==> src/rtl/wb_pkg.sv <==
// Shared Wishbone widths and the initiator state encoding.
package wb_pkg;
    localparam int WB_ADR_W = 32;
    localparam int WB_DAT_W = 32;
    localparam int WB_SEL_W = 4;

    typedef enum logic [1:0] {
        IDLE = 2'd0,
        BUS  = 2'd1,
        RESP = 2'd2
    } wb_state_e;
endpackage

==> src/rtl/wb_initiator.sv <==
// Single-transaction Wishbone classic initiator: one command in, one bus cycle
// (ack or timeout), one response out.
module wb_initiator
    import wb_pkg::*;
#(
    parameter int TIMEOUT_CYCLES = 16
) (
    input  logic                i_clk,
    input  logic                i_reset,
    input  logic                i_cmd_valid,
    output logic                o_cmd_ready,
    input  logic                i_cmd_we,
    input  logic [WB_ADR_W-1:0] i_cmd_adr,
    input  logic [WB_DAT_W-1:0] i_cmd_dat,
    input  logic [WB_SEL_W-1:0] i_cmd_sel,
    output logic                o_rsp_valid,
    input  logic                i_rsp_ready,
    output logic [WB_DAT_W-1:0] o_rsp_dat,
    output logic                o_rsp_err,
    output logic [WB_ADR_W-1:0] o_wb_adr,
    output logic [WB_DAT_W-1:0] o_wb_dat,
    output logic [WB_SEL_W-1:0] o_wb_sel,
    output logic                o_wb_we,
    output logic                o_wb_cyc,
    output logic                o_wb_stb,
    input  logic [WB_DAT_W-1:0] i_wb_dat,
    input  logic                i_wb_ack
);
    // Handshakes: a transfer happens on a rising edge where valid and ready are
    // both high; a valid source holds its payload stable until that edge.

    localparam int TW = (TIMEOUT_CYCLES > 2) ? $clog2(TIMEOUT_CYCLES) : 1;
    localparam logic [TW-1:0] TIMER_LAST = TW'(TIMEOUT_CYCLES - 1);

    wb_state_e state, state_d;
    logic [TW-1:0] timer, timer_d;

    logic [WB_ADR_W-1:0] wb_adr_d;
    logic [WB_DAT_W-1:0] wb_dat_d;
    logic [WB_SEL_W-1:0] wb_sel_d;
    logic                wb_we_d;
    logic                wb_cyc_d;
    logic                rsp_valid_d;
    logic [WB_DAT_W-1:0] rsp_dat_d;
    logic                rsp_err_d;

    logic timed_out;
    assign timed_out   = (timer == TIMER_LAST);
    assign o_cmd_ready = (state == IDLE);
    assign o_wb_stb    = o_wb_cyc;

    always_ff @(posedge i_clk) begin
        if (i_reset) begin
            state       <= IDLE;
            timer       <= '0;
            o_wb_adr    <= '0;
            o_wb_dat    <= '0;
            o_wb_sel    <= '0;
            o_wb_we     <= 1'b0;
            o_wb_cyc    <= 1'b0;
            o_rsp_valid <= 1'b0;
            o_rsp_dat   <= '0;
            o_rsp_err   <= 1'b0;
        end else begin
            state       <= state_d;
            timer       <= timer_d;
            o_wb_adr    <= wb_adr_d;
            o_wb_dat    <= wb_dat_d;
            o_wb_sel    <= wb_sel_d;
            o_wb_we     <= wb_we_d;
            o_wb_cyc    <= wb_cyc_d;
            o_rsp_valid <= rsp_valid_d;
            o_rsp_dat   <= rsp_dat_d;
            o_rsp_err   <= rsp_err_d;
        end
    end

    always_comb begin
        state_d = state;
        case (state)
            IDLE:    if (i_cmd_valid) state_d = BUS;
            BUS:     if (i_wb_ack || timed_out) state_d = RESP;
            RESP:    if (i_rsp_ready) state_d = IDLE;
            default: state_d = IDLE;
        endcase
    end

    // cyc/stb drop on the very edge that samples ack, so a responder that
    // gates its strobe detection on its own ack never sees a second strobe.
    always_comb begin
        timer_d     = timer;
        wb_adr_d    = o_wb_adr;
        wb_dat_d    = o_wb_dat;
        wb_sel_d    = o_wb_sel;
        wb_we_d     = o_wb_we;
        wb_cyc_d    = o_wb_cyc;
        rsp_valid_d = o_rsp_valid;
        rsp_dat_d   = o_rsp_dat;
        rsp_err_d   = o_rsp_err;
        case (state)
            IDLE: begin
                if (i_cmd_valid) begin
                    wb_adr_d = i_cmd_adr;
                    wb_dat_d = i_cmd_dat;
                    wb_sel_d = i_cmd_sel;
                    wb_we_d  = i_cmd_we;
                    wb_cyc_d = 1'b1;
                    timer_d  = '0;
                end
            end
            BUS: begin
                if (i_wb_ack) begin
                    wb_cyc_d    = 1'b0;
                    rsp_valid_d = 1'b1;
                    rsp_dat_d   = o_wb_we ? '0 : i_wb_dat;
                    rsp_err_d   = 1'b0;
                end else if (timed_out) begin
                    wb_cyc_d    = 1'b0;
                    rsp_valid_d = 1'b1;
                    rsp_dat_d   = '0;
                    rsp_err_d   = 1'b1;
                end else begin
                    timer_d = timer + 1'b1;
                end
            end
            RESP: begin
                if (i_rsp_ready) rsp_valid_d = 1'b0;
            end
            default: begin
                wb_cyc_d    = 1'b0;
                rsp_valid_d = 1'b0;
            end
        endcase
    end
endmodule
==> config.mk <==
export PLATFORM = sky130hd
export DESIGN_NAME = wb_initiator
export DESIGN_NICKNAME = d
export VERILOG_FILES = /design/src/rtl/wb_pkg.sv /design/src/rtl/wb_initiator.sv
export SDC_FILE = /design/constraint.sdc
export NUM_CORES = 1
export LEC_CHECK = 0
export BUFFER_PORTS_ARGS = -buffer_cell sky130_fd_sc_hd__buf_2
export CAP_MARGIN = 20
export CORE_MARGIN = 5
export CORE_UTILIZATION = 48
export DETAILED_ROUTE_END_ITERATION = 10
export GPL_TIMING_DRIVEN = 0
export PLACE_DENSITY = 0.82
export SETUP_SLACK_MARGIN = 0.15
export SYNTH_ARGS = -nofsm -noshare
export SYNTH_HDL_FRONTEND = slang
export SYNTH_SLANG_ARGS = --single-unit
==> constraint.sdc <==
create_clock -name i_clk -period 3.5 [get_ports i_clk]
set_clock_uncertainty 0.2 [all_clocks]
set_input_delay 0.7 -clock i_clk [delete_from_list [all_inputs] [get_ports i_clk]]
set_output_delay 0.7 -clock i_clk [all_outputs]
set_load 0.02 [all_outputs]
==> metrics.txt <==
ys flop type dfxtp_1; Synth top area share between 50% and 60%; layout cells sized above 1 39.78%; PnR Total Power about 2.5 mW; Post-CTS Resized 0; CTS Buffer Depth 2; clock root cell clkbuf_8; Final Max Slew Viols 0; H-tree lvl count 3; top cells by count, synth nand2_1, dfxtp_1, a21oi_1; clk_lat worst skew between 0.3 and 0.4 ns; # rows 32; Critical Path Start Type register; Final Hold Viols 0; die footprint between 0.009 and 0.01 mm2; Max-cap violations 0; WL final 10,800 um; final worst path period share 57.02%; Initial Util between 40 and 50%; Die Y 99.97 um; Post-synth EDFFs 0; Worst-Margin Slew about 0.49 ns; Clock Sinks 110; Final setup viols 0; GRT Overall Usage about 20%; Cell Area, Synth 0.003885 mm2; most common cell in the synthesized netlist nand2_1; post-DR wirelength/cell 14.34 um; gpl congestion roughly 0.85; via count 3,717; IO Port Bufs 210; CP bufs+invs 2; grt ovf 0; Synth Instances between 400 and 500; PD cells 470.7 mW/mm2; CTS Hold Bufs 0; CTS tree done; DP Wirelength 8311 um; Critical Path Fanout Max 10; Setup CP Type register to primary output; Slew headroom 67.51%; CP Capture Type primary output; P_int 1.746 mW; Hold Slack 0.2585 ns; Synth cell types 30; ANT nets after route 0; sequential share of power between 50% and 60%; P_sw 0.7184 mW; arrival time at the worst endpoint between 1 and 1.5 ns; crit-path leading delay family buffers and inverters; sw frac between 20 and 30%; core area between 0.007 and 0.008 mm2; Top Ports 212; clock share of power 27.9%; post-route cell area 0.005236 mm2; largest cells by area after synthesis dfxtp_1, nand2_1, a21oi_1; worst min path class register to register; Fmax 501.0 MHz; Worst Path Required 2.60 ns; Inserted Clock Buffers 9; first-pass GRT wire length 16,670 um; DRT iter0 DRCs 123; worst stage delay on the critical path 0.31 ns; clock-pin slew on the worst setup and hold paths 0.10 ns; Pre-Repair DR Iteration Count 4; post-synthesis cell type with the largest combined area dfxtp_1; minimum clock period 1.996 ns; Finished Core Util 67.07%; RSZ-0062 raised after global routing no; Async S/R FF share, synth 0%; Area after DPL 0.005064 mm2; number of global-route vias before repair 3,583; largest net degree at the start of global routing 19; Setup TNS 0 ns; # DRC 0; status complete, no violations; nets 753; post-CTS setup buffer count 0; diodes inserted 0; Post-Syn Nets 532; maximum vdd drop 0.0002768 V; area added between synthesis and finish 34.78%; slowest CP cell dfxtp_1; yosys warns 0; post-synthesis sequential area ratio 56.68%; LEAKAGE 2.547 nW; synthesized flop and latch total 110; initial antenna violation count 0; Synth Area per Inst 9.141 um2; Via density just under 5; crit-path cells buf_4 > nor2_1 > buf_2; combinational power share 17.2%; die width 99.97 um
==> metal layers <==
metal	global-route usage, %	up-vias	part of all wire (%)
li1	-	1876	-
met1	23.98	1703	41
met2	35.56	129	49
met3	5.698	9	9.1
met4	6.723	0	1.0
met5	0	-	0
==> layout make-up <==
| type | count | area [um2] |
|---|---|---|
| fill | 684 | 2571 |
| sequential | 110 | 2202 |
| multi-input combinational | 280 | 1433 |
| timing repair buffer | 210 | 1051 |
| buffer | 35 | 250.2 |
| tap | 102 | 127.6 |
| clock buffer | 9 | 123.9 |
| clock inverter | 7 | 48.80 |
==> placed cells by master, fill, tap and decap left out, drive strengths merged, types with 2 or more instances in the layout <==
master / netlist / final
a211oi: 2 / 2
a21oi: 75 / 75
a22o: 32 / 32
a31oi: 2 / 2
buf: 27 / 237
clkbuf: 8 / 17
clkinv: 0 / 2
clkinvlp: 0 / 4
dfxtp: 110 / 110
nand2: 143 / 143
nor2: 3 / 3
nor2b: 2 / 2
nor3b: 2 / 2
o211ai: 5 / 5
o21ai: 2 / 2
==> power by group through the flow <==
stage          sequential (mW)  clock [mW]  combinational (mW)
2_1_floorplan             1.46           0               0.172
3_3_place_gp              1.38           0               0.417
3_5_place_dp              1.38           0               0.427
4_1_cts                   1.35       0.707               0.428
5_1_grt                   1.36       0.755               0.462
6_report                  1.35       0.688               0.424
==> cells by family after synthesis <==
| family | Yosys count | share of synthesized area (%) |
|---|---|---|
| buffers and inverters | 35 | 6.441 |
| adder cells (fa/ha/maj) | 1 | 0.3220 |
| multiplexers | 1 | 0.2577 |
| AND/OR/NAND/NOR | 158 | 16.62 |
| flip-flops | 110 | 56.68 |
| AO/OA/AOI/OAI | 120 | 19.68 |
==> final timing paths <==
check                                          startpoint                    endpoint  slack (ns)  cells after the start
worst min-delay path            o_wb_dat[27]$_SDFFE_PP0P_   o_wb_dat[27]$_SDFFE_PP0P_        0.26                      2
worst min register to register  o_wb_dat[27]$_SDFFE_PP0P_   o_wb_dat[27]$_SDFFE_PP0P_        0.26                      2
worst max register to register      timer[0]$_SDFFE_PP0P_  o_rsp_dat[18]$_SDFFE_PP0P_        1.73                      5
worst max-delay path                state[0]$_SDFFE_PP0P_                 o_cmd_ready        1.50                      3
==> flip-flops by register name, indices dropped and copies added, names as in the netlist <==
name and cells:
state 2, timer 4, o_rsp_dat 32, o_wb_we 1, o_rsp_valid 1, o_wb_cyc 1
o_wb_adr 32, o_rsp_err 1, o_wb_dat 32, o_wb_sel 4
==> stage by stage <==
stage,worst slack [ns],instances
finish,1.504,753
global route,1.403,753
CTS,1.485,753
detailed placement,1.329,737
global placement,1.347,737
floorplan,1.676,425
==> worst reg2reg max path: stages, from the launching register on <==
cell and delay (ns):
dfxtp_1 0.34, ha_1 0.25, a31o_2 0.34, a21oi_4 0.26, buf_6 0.18, a22o_1 0.15
Power figures use the tool's default switching activity.
